**config.mk**
```make
export PLATFORM = sky130hd
export DESIGN_NAME = iter_muldiv
export DESIGN_NICKNAME = d
export VERILOG_FILES = /design/src/rtl/iter_muldiv.sv
export SDC_FILE = /design/constraint.sdc
export NUM_CORES = 1
export LEC_CHECK = 0
export ABC_AREA = 1
export CAP_MARGIN = 20
export CORE_UTILIZATION = 49
export CTS_CLUSTER_SIZE = 40
export DETAILED_ROUTE_END_ITERATION = 8
export PLACE_DENSITY_LB_ADDON = 0.12
export SYNTH_ARGS = -nofsm -noshare
export SYNTH_HDL_FRONTEND = slang
export SYNTH_SLANG_ARGS = --single-unit
```
**constraint.sdc**
```tcl
create_clock -name clk -period 7.4 [get_ports clk]
set_input_delay 1.11 -clock clk [delete_from_list [all_inputs] [get_ports clk]]
set_output_delay 1.11 -clock clk [all_outputs]
set_load 0.02 [all_outputs]
```
**src/rtl/iter_muldiv.sv**
```systemverilog
// Multi-cycle signed/unsigned multiply and restoring divide unit with its own HI/LO registers.
module iter_muldiv #(
    parameter int unsigned WIDTH = 32
) (
    input  logic             clk,
    input  logic             rst,
    input  logic             start_i,
    input  logic [2:0]       op_i,
    input  logic [WIDTH-1:0] srcA_i,
    input  logic [WIDTH-1:0] srcB_i,
    input  logic             cancel_i,
    output logic             busy_o,
    output logic             done_o,
    output logic             divzero_o,
    output logic [WIDTH-1:0] hi_o,
    output logic [WIDTH-1:0] lo_o
);

    localparam int unsigned CNT_W = $clog2(WIDTH) + 1;
    localparam int unsigned ACC_W = 2 * WIDTH;

    typedef enum logic [1:0] {
        S_IDLE = 2'd0,
        S_CALC = 2'd1,
        S_FIX  = 2'd2
    } state_e;

    state_e             state_q, state_d;
    logic [CNT_W-1:0]   cnt_q, cnt_d;
    logic [ACC_W-1:0]   acc_q, acc_d;
    logic [WIDTH-1:0]   b_q, b_d;
    logic               is_div_q, is_div_d;
    logic               neg_quo_q, neg_quo_d;
    logic               neg_rem_q, neg_rem_d;
    logic               dz_q, dz_d;
    logic [WIDTH-1:0]   hi_q, hi_d;
    logic [WIDTH-1:0]   lo_q, lo_d;
    logic               busy_q, busy_d;
    logic               done_q, done_d;
    logic               divzero_q, divzero_d;

    logic               op_signed;
    logic [WIDTH-1:0]   abs_a, abs_b;
    logic [WIDTH:0]     mul_sum;
    logic [ACC_W-1:0]   mul_next;
    logic [WIDTH:0]     rem_sh;
    logic [WIDTH+1:0]   div_diff;
    logic               div_ok;
    logic [ACC_W-1:0]   div_next;
    logic [ACC_W-1:0]   prod_fix;
    logic [WIDTH-1:0]   quo_fix, rem_fix;

    // Operand magnitudes: signed ops iterate on |A| and |B|, unsigned ops on the raw values.
    assign op_signed = ~op_i[0];
    assign abs_a = (op_signed && srcA_i[WIDTH-1]) ? (~srcA_i + WIDTH'(1)) : srcA_i;
    assign abs_b = (op_signed && srcB_i[WIDTH-1]) ? (~srcB_i + WIDTH'(1)) : srcB_i;

    // Shift-add multiply step: acc = {partial product, remaining multiplier bits}.
    assign mul_sum  = {1'b0, acc_q[ACC_W-1:WIDTH]} + (acc_q[0] ? {1'b0, b_q} : '0);
    assign mul_next = {mul_sum, acc_q[WIDTH-1:1]};

    // Restoring divide step: acc = {remainder, dividend/quotient}.
    assign rem_sh   = {acc_q[ACC_W-1:WIDTH], acc_q[WIDTH-1]};
    assign div_diff = {1'b0, rem_sh} - {2'b00, b_q};
    assign div_ok   = ~div_diff[WIDTH+1];
    assign div_next = {(div_ok ? div_diff[WIDTH-1:0] : rem_sh[WIDTH-1:0]),
                       acc_q[WIDTH-2:0], div_ok};

    // Sign correction applied in FIX.
    assign prod_fix = neg_quo_q ? (~acc_q + ACC_W'(1)) : acc_q;
    assign quo_fix  = neg_quo_q ? (~acc_q[WIDTH-1:0] + WIDTH'(1)) : acc_q[WIDTH-1:0];
    assign rem_fix  = neg_rem_q ? (~acc_q[ACC_W-1:WIDTH] + WIDTH'(1)) : acc_q[ACC_W-1:WIDTH];

    // Next-state and datapath control.
    always_comb begin
        state_d   = state_q;
        cnt_d     = cnt_q;
        acc_d     = acc_q;
        b_d       = b_q;
        is_div_d  = is_div_q;
        neg_quo_d = neg_quo_q;
        neg_rem_d = neg_rem_q;
        dz_d      = dz_q;
        hi_d      = hi_q;
        lo_d      = lo_q;
        done_d    = 1'b0;
        divzero_d = 1'b0;

        unique case (state_q)
            S_IDLE: begin
                if (start_i && !cancel_i) begin
                    unique case (op_i)
                        3'd0, 3'd1, 3'd2, 3'd3: begin
                            is_div_d  = op_i[1];
                            acc_d     = {{WIDTH{1'b0}}, abs_a};
                            b_d       = abs_b;
                            neg_quo_d = op_signed & (srcA_i[WIDTH-1] ^ srcB_i[WIDTH-1]);
                            neg_rem_d = op_signed & srcA_i[WIDTH-1];
                            dz_d      = op_i[1] && (srcB_i == '0);
                            // Divide by zero skips the iteration: one CALC cycle then FIX.
                            cnt_d     = (op_i[1] && (srcB_i == '0)) ? CNT_W'(WIDTH - 1) : '0;
                            state_d   = S_CALC;
                        end
                        3'd4:    hi_d = srcA_i;
                        3'd5:    lo_d = srcA_i;
                        default: ;
                    endcase
                end
            end
            S_CALC: begin
                if (cancel_i) begin
                    state_d = S_IDLE;
                end else begin
                    if (!dz_q) begin
                        acc_d = is_div_q ? div_next : mul_next;
                    end
                    cnt_d = cnt_q + CNT_W'(1);
                    if (cnt_q == CNT_W'(WIDTH - 1)) begin
                        state_d = S_FIX;
                    end
                end
            end
            S_FIX: begin
                state_d = S_IDLE;
                if (!cancel_i) begin
                    done_d = 1'b1;
                    if (dz_q) begin
                        divzero_d = 1'b1;
                    end else if (is_div_q) begin
                        lo_d = quo_fix;
                        hi_d = rem_fix;
                    end else begin
                        hi_d = prod_fix[ACC_W-1:WIDTH];
                        lo_d = prod_fix[WIDTH-1:0];
                    end
                end
            end
            default: state_d = S_IDLE;
        endcase

        busy_d = (state_d != S_IDLE);
    end

    // State and datapath registers with asynchronous active-low reset.
    always_ff @(posedge clk or negedge rst) begin
        if (!rst) begin
            state_q   <= S_IDLE;
            cnt_q     <= '0;
            acc_q     <= '0;
            b_q       <= '0;
            is_div_q  <= 1'b0;
            neg_quo_q <= 1'b0;
            neg_rem_q <= 1'b0;
            dz_q      <= 1'b0;
            hi_q      <= '0;
            lo_q      <= '0;
            busy_q    <= 1'b0;
            done_q    <= 1'b0;
            divzero_q <= 1'b0;
        end else begin
            state_q   <= state_d;
            cnt_q     <= cnt_d;
            acc_q     <= acc_d;
            b_q       <= b_d;
            is_div_q  <= is_div_d;
            neg_quo_q <= neg_quo_d;
            neg_rem_q <= neg_rem_d;
            dz_q      <= dz_d;
            hi_q      <= hi_d;
            lo_q      <= lo_d;
            busy_q    <= busy_d;
            done_q    <= done_d;
            divzero_q <= divzero_d;
        end
    end

    assign busy_o    = busy_q;
    assign done_o    = done_q;
    assign divzero_o = divzero_q;
    assign hi_o      = hi_q;
    assign lo_o      = lo_q;

endmodule

```
# [Word-level counts from Yosys, hierarchy flattened]
# Cells that the tools add are included.
[op_classes] add_sub_neg=8 eq_ne=16 n_mux=40 bitwise_logic=10 n_reduce_logical=17
[ops] cell="$mux 32" count=16
[ops] cell="$mux 64" count=6
[ops] cell="$add 32x1->32 const B" count=4
[ops] cell="$not 32->32" count=4
[ops] cell="$pmux 32 s2" count=2
[ops] cell="$pmux 64 s2" count=1
[ops] cell="$add 64x1->64 const B" count=1
[ops] cell="$not 64->64" count=1
[ops] cell="$sub 33x32->34" count=1
[ops] cell="$add 32x32->33" count=1
[ops] cell="$logic_not 32->1" count=1
[ops] cell="$mux 6" count=3
[ops] cell="$reduce_and 5->1" count=3
[ops] cell="$pmux 6 s2" count=1
[ops] cell="$ne 2x2->1 const B" count=5
[ops] cell="$mux 2" count=4
[ops] cell="$add 6x1->6 const B" count=1
[ops] cell="$eq 3x2->1 const B" count=2
[ops] cell="$eq 3x3->1 const B" count=2
[ops] cell="$eq 6x5->1 const B" count=1
[ops] cell="$ne 2x1->1 const B" count=3
[ops] cell="$reduce_bool 2->1" count=3
[ops] cell="$mux 1" count=5
[ops] cell="$mux 5" count=1
[ops] cell="other kinds (14)" count=19
[totals] ff_bits=175 in_bits=71 output_inout_bits=67 word_cells=104

# [Longest topological paths before layout]
[logic_depth] ltp_word=7 mapped_depth=20 ltp_nobuf=18

# [Worst setup path before layout]
# Ideal clock, no wire load.
[synth_path] path_kind="input to register" start="input srcA_i[1]" end="register acc_q[24]" setup_ns=0.126 arrival_time_ns=2.342 t_required_ns=7.274 slack_ns=4.932 stages=13 path_buffers=0 cell_sequence="inv_1 -> ha_1 -> nand3_1 -> nor2_2 -> nand2_1 -> nand2_2 -> nand2_1 -> a21oi_2 -> nand3_1 -> nand3_1 -> nand2_1 -> nand2_1 -> o21ai_1"
[synth_via] elab_chain_len=6
[synth_lines] item="start, declared" line="9" source="input logic [WIDTH-1:0] srcA_i,"
[synth_lines] item="$not 32->32" line="55" source="assign abs_a = (op_signed && srcA_i[WIDTH-1]) ? (~srcA_i + WIDTH'(1)) : srcA_i;"
[synth_lines] item="$add 32x1->32" line="55"
[synth_lines] item="$mux 32" line="55"
[synth_lines] item="$mux 64" line="92" source="unique case (op_i)"
[synth_lines] item="$mux 64" line="91" source="if (start_i && !cancel_i) begin"
[synth_lines] item="$pmux 64 s2" line="89" source="unique case (state_q)"
[synth_lines] item="end signal, assigned" line="149" source="acc_q <= '0;"
[synth_lines] item="end signal, assigned" line="163" source="acc_q <= acc_d;"
[synth_lines] item="end, declared" line="30" source="logic [ACC_W-1:0] acc_q, acc_d;"
# Every way passes these cells. The select of a mux whose other input is x is not followed.
# A chain may end at the register's enable or synchronous reset.

# [Final worst setup path]
[layout_path] start="register state_q[1]" end="register hi_q[11] (netlist: hi_o[11])"
[layout_via] elab_chain_len=3 word_cells_on_any_way=9 classes_between="eq/ne: 5; mux: 1; reduce/logical: 3"
[layout_lines] item="start, declared" line="28" source="state_e state_q, state_d;"
[layout_lines] item="start signal, assigned" line="161" source="state_q <= state_d;"
[layout_lines] item="$eq 2x2->1 / $logic_not 2->1 (equally long branches)" line="89"
[layout_lines] item="$ne 2x2->1 (no source line) (tied with other cells)"
[layout_lines] item="$reduce_and 5->1 (no source line)"
[layout_lines] item="end signal, assigned" line="169" source="hi_q <= hi_d;"
[layout_lines] item="end, declared" line="36" source="logic [WIDTH-1:0] hi_q, hi_d;"
# Several ways; a longest one is shown, not always the timed one.

==> flow_metrics.env <==
export IMPL_worstPathArrival_ns=3.83
export IMPL_worst_hold_end="lo_o[2]$_DFFE_PN0P_"
export IMPL_synth_async_sr_flop_share=1.00
export IMPL_route_antenna_remaining_nets=0
export IMPL_globalRoute_totalOverflow=0
export IMPL_highest_metal_layer_with_signal_wires="met4"
export IMPL_vias=20400
export IMPL_timing_critical_path_cells="inv_2, nor2_4, buf_4, inv_2, o22ai_1, nand2_1, buf_4, inv_2, nor2_1, a21oi_1"
export IMPL_resized_after_cts=0
export IMPL_power_total_mw=7.06
export IMPL_final_setup_tns_ns=0
export IMPL_power_density_nw_per_um2=359
export IMPL_numPlacedInstances=3495
export IMPL_post_syn_area_um2=17400
export IMPL_diodes=0
export IMPL_critical_path_reg2reg_startpoint="state_q[1]$_DFF_PN0_"
export IMPL_p_seq_frac=0.243
export IMPL_clock_insertion_delay_worst_skew_ns=0.47
export IMPL_portBuffers=137
export IMPL_whs_ns=0.487
export IMPL_cts_root_buf="sky130_fd_sc_hd__clkbuf_16"
export IMPL_hold_path_depth=2
export IMPL_launch_point_of_the_worst_hold_path="lo_o[2]$_DFFE_PN0P_"
export IMPL_wl_per_cell_um=19.6
export IMPL_area_added_between_synthesis_and_finish_pct=12.8
export IMPL_hold_class="reg2reg"
export IMPL_cp_top_family="buffers and inverters"
export IMPL_worst_setup_path_type="reg2reg"
export IMPL_status="completed"
export IMPL_critPathCaptureType="flip-flop"
export IMPL_detailroute_wirelength_met3_um=8320
export IMPL_skew_final_ns=0.0170
export IMPL_cap_violations=0
export IMPL_combinationalPowerShare=0.630
export IMPL_primary_ff_master_synth="sky130_fd_sc_hd__dfrtp_1"
export IMPL_die_w_um=190
export IMPL_vias_in_the_first_global_route=18400
export IMPL_worstPathRequired_ns=7.78
export IMPL_ys_warnings_count=0
export IMPL_setup_viol_count_final=0
export IMPL_synth_net_count=3120
export IMPL_power_switching_share=0.560
export IMPL_via_per_inst=5.78
export IMPL_post_synth_num_cell_types=52
export IMPL_wl_um=69000
export IMPL_worst_path_largest_cell_delay_ns=0.76
export IMPL_crit_buf_inv=5
export IMPL_detail_route_first_pass_iterations=5
export IMPL_timing_rr_end="hi_o[11]$_DFFE_PN0P_"
export IMPL_number_of_nets_in_the_layout=3202
export IMPL_wl_met1_um=30900
export IMPL_ys_seq_elements=175
export IMPL_pwr_share_clk=0.127
export IMPL_finish_instance_area_um2=19600
export IMPL_detailroute_wirelength_met2_um=28300
export IMPL_drtIter0Drc=2400
export IMPL_worstRegToRegCells=10
export IMPL_fin_crit_ns=3.45
export IMPL_p_switching_mw=3.95
export IMPL_routability_congestion_estimate=1.03
export IMPL_num_rows=68
export IMPL_ys_seq_area_frac=0.252
export IMPL_synth_enable_flop_cells=0
export IMPL_vdd_ir_drop_worst_uv=231
export IMPL_rsz_0062_raised_after_global_routing="false"
export IMPL_die_h_um=190
export IMPL_ctsHtreeMaxLevel=4
export IMPL_critical_path_slowest_cell="sky130_fd_sc_hd__buf_4"
export IMPL_post_cts_repair_setup_buffers=0
export IMPL_cellInternalPower_mw=3.10
export IMPL_cts_sink_count=175
export IMPL_startpoint_type="flip-flop"
export IMPL_r2r_slack_ns=3.95
export IMPL_die_footprint_um2=36300
export IMPL_detailedPlace_worstSlack_ns=3.68
export IMPL_final_layout_size_suffix_gt1_frac=0.0400
export IMPL_max_slew_worst_pin_slew_ns=1.06
export IMPL_achievable_frequency_mhz=290
export IMPL_worst_setup_hold_path_clk_slew_ns=0.07
export IMPL_netlist_instances=2978
export IMPL_detail_route_drc_violations=0
export IMPL_clock_path_buffers=2
export IMPL_fin_util=0.566
export IMPL_postPlaceCellArea_um2=19100
export IMPL_timing_max_slew_rel_slack=0.295
export IMPL_grt_first_pass_wirelength_um=105000
export IMPL_final_max_slew_violation_count=0
export IMPL_grt_antenna_before_repair=0
export IMPL_hold_viol=0
export IMPL_worstPathMaxFanout=89
export IMPL_cts_bufs_inserted=17
export IMPL_grt_total_usage=0.382
export IMPL_postSynthAreaPerCell_um2=5.84
export IMPL_final_instance_count_excl_fill=3528
export IMPL_initial_utilization=0.501
export IMPL_timing_final_ws_setup_ns=3.95
export IMPL_detailedPlacementHpwl_um=53200
export IMPL_ioPinCount=138
export IMPL_design_core_area_um2=34700
export IMPL_total_leakage_power_nw=10.1
export IMPL_timing_critical_path_mode_cell="sky130_fd_sc_hd__inv_2"
export IMPL_ctsHoldBuffers=0
export IMPL_grt_max_degree=90
export IMPL_tritoncts="built"
export IMPL_min_period_over_period=0.466
worst min-delay path, stage by stage, from the launching register on:
cell and delay, ns:
sky130_fd_sc_hd__dfrtp_1 0.34, sky130_fd_sc_hd__nand2_1 0.05, sky130_fd_sc_hd__o21ai_0 0.06
routing by layer:
| layer | track usage | vias to the layer above |
|---|---|---|
| met5 | 0 | - |
| li1 | - | 9769 |
| met2 | 0.544 | 1077 |
| met3 | 0.104 | 103 |
| met4 | 0.0991 | 0 |
| met1 | 0.560 | 9436 |
worst max-delay path by stage:
stage | startpoint | to | slack, ns | cells past startpoint
after detailed placement | cancel_i | acc_q[4]$_DFFE_PN0P_ | 3.68 | 10
after global placement | cancel_i | acc_q[4]$_DFFE_PN0P_ | 3.75 | 10
final | state_q[1]$_DFF_PN0_ | hi_o[11]$_DFFE_PN0P_ | 3.95 | 10
after global routing | state_q[1]$_DFF_PN0_ | hi_o[30]$_DFFE_PN0P_ | 3.76 | 10
after CTS | state_q[1]$_DFF_PN0_ | hi_o[11]$_DFFE_PN0P_ | 4.04 | 10
after floorplan | srcA_i[1] | acc_q[24]$_DFFE_PN0P_ | 4.93 | 13
sequential cells by signal, indices dropped and copies added (netlist names):
register,flops
neg_quo_q,1
done_o,1
busy_o,1
dz_q,1
is_div_q,1
divzero_o,1
neg_rem_q,1
acc_q,64
hi_o,32
lo_o,32
b_q,32
cnt_q,6
state_q,2
power by group through the flow:
stage               combinational, mW  clock (mW)  sequential (mW)
finish                           4.44       0.899             1.71
global route                     4.90       0.939             1.73
CTS                              4.32       0.905             1.69
detailed placement               4.30           0             1.70
global placement                 4.26           0             1.70
floorplan                        2.91           0             1.60
cell usage after synthesis, types with 3 or more instances:
cell / count / area share
sky130_fd_sc_hd__o211ai_1: 10 / 0.0043
sky130_fd_sc_hd__inv_2: 8 / 0.0017
sky130_fd_sc_hd__a21oi_1: 190 / 0.055
sky130_fd_sc_hd__o21ai_0: 213 / 0.061
sky130_fd_sc_hd__inv_1: 417 / 0.090
sky130_fd_sc_hd__nor4_1: 8 / 0.0029
sky130_fd_sc_hd__nand4_1: 45 / 0.016
sky130_fd_sc_hd__nand3b_1: 17 / 0.0073
sky130_fd_sc_hd__buf_1: 11 / 0.0024
sky130_fd_sc_hd__ha_1: 69 / 0.050
sky130_fd_sc_hd__o21ai_1: 22 / 0.0063
sky130_fd_sc_hd__nor2_4: 4 / 0.0026
sky130_fd_sc_hd__buf_2: 29 / 0.0083
sky130_fd_sc_hd__nor3_1: 33 / 0.0095
sky130_fd_sc_hd__a22oi_1: 12 / 0.0052
sky130_fd_sc_hd__o21ai_2: 5 / 0.0025
sky130_fd_sc_hd__a21o_1: 3 / 0.0013
sky130_fd_sc_hd__nor2_2: 14 / 0.0050
sky130_fd_sc_hd__nand3_2: 4 / 0.0023
sky130_fd_sc_hd__buf_6: 3 / 0.0019
sky130_fd_sc_hd__o21a_1: 4 / 0.0017
sky130_fd_sc_hd__a21oi_2: 4 / 0.0020
sky130_fd_sc_hd__xnor2_1: 13 / 0.0065
sky130_fd_sc_hd__nor3_2: 3 / 0.0017
sky130_fd_sc_hd__a31oi_1: 24 / 0.0086
sky130_fd_sc_hd__nand3_1: 284 / 0.082
sky130_fd_sc_hd__or2_2: 8 / 0.0029
sky130_fd_sc_hd__nand2_1: 861 / 0.19
sky130_fd_sc_hd__a21boi_1: 4 / 0.0017
sky130_fd_sc_hd__o21bai_1: 7 / 0.0030
sky130_fd_sc_hd__nand2_2: 10 / 0.0036
sky130_fd_sc_hd__nor2_1: 371 / 0.080
sky130_fd_sc_hd__xor2_1: 21 / 0.011
sky130_fd_sc_hd__dfrtp_1: 175 / 0.25
sky130_fd_sc_hd__clkbuf_1: 48 / 0.010
layout by cell type (no fill, tap or decap), types with 5 or more instances in the layout:
cell and instances:
sky130_fd_sc_hd__nand2_1 861, sky130_fd_sc_hd__inv_1 416, sky130_fd_sc_hd__nor2_1 369, sky130_fd_sc_hd__nand3_1 284, sky130_fd_sc_hd__o21ai_0 213, sky130_fd_sc_hd__a21oi_1 190
sky130_fd_sc_hd__dfrtp_1 173, sky130_fd_sc_hd__clkdlybuf4s50_1 136, sky130_fd_sc_hd__ha_1 69, sky130_fd_sc_hd__nand4_1 45, sky130_fd_sc_hd__nor3_1 33, sky130_fd_sc_hd__a31oi_1 24
sky130_fd_sc_hd__o21ai_1 22, sky130_fd_sc_hd__xor2_1 21, sky130_fd_sc_hd__buf_4 19, sky130_fd_sc_hd__nand3b_1 17, sky130_fd_sc_hd__clkbuf_16 17, sky130_fd_sc_hd__nor2_2 16
sky130_fd_sc_hd__xnor2_1 13, sky130_fd_sc_hd__a22oi_1 12, sky130_fd_sc_hd__nand2_2 10, sky130_fd_sc_hd__o211ai_1 10, sky130_fd_sc_hd__inv_2 9, sky130_fd_sc_hd__or2_2 8
sky130_fd_sc_hd__nor4_1 8, sky130_fd_sc_hd__o21bai_1 7, sky130_fd_sc_hd__clkinv_2 5, sky130_fd_sc_hd__o21ai_2 5
cell type report:
type	instances	area, um2
well taps	455	569
clock buffers	19	443
repair buffers	157	1540
clock inverters	13	103
flip-flops and latches	175	4380
inverters	429	1610
fillers	3602	15100
multi-input cells	2280	11000
cell families (layout without fill, tap and decap cells):
kind of cell,Yosys count,count (layout),synth area share
flip-flops,175,175,0.252
buffers and inverters,523,618,0.117
AO/OA/AOI/OAI,506,506,0.156
XOR/XNOR,34,34,0.0171
adder cells (fa/ha/maj),71,71,0.0519
AND/OR/NAND/NOR,1669,1669,0.406
Power figures use the tool's default switching activity.
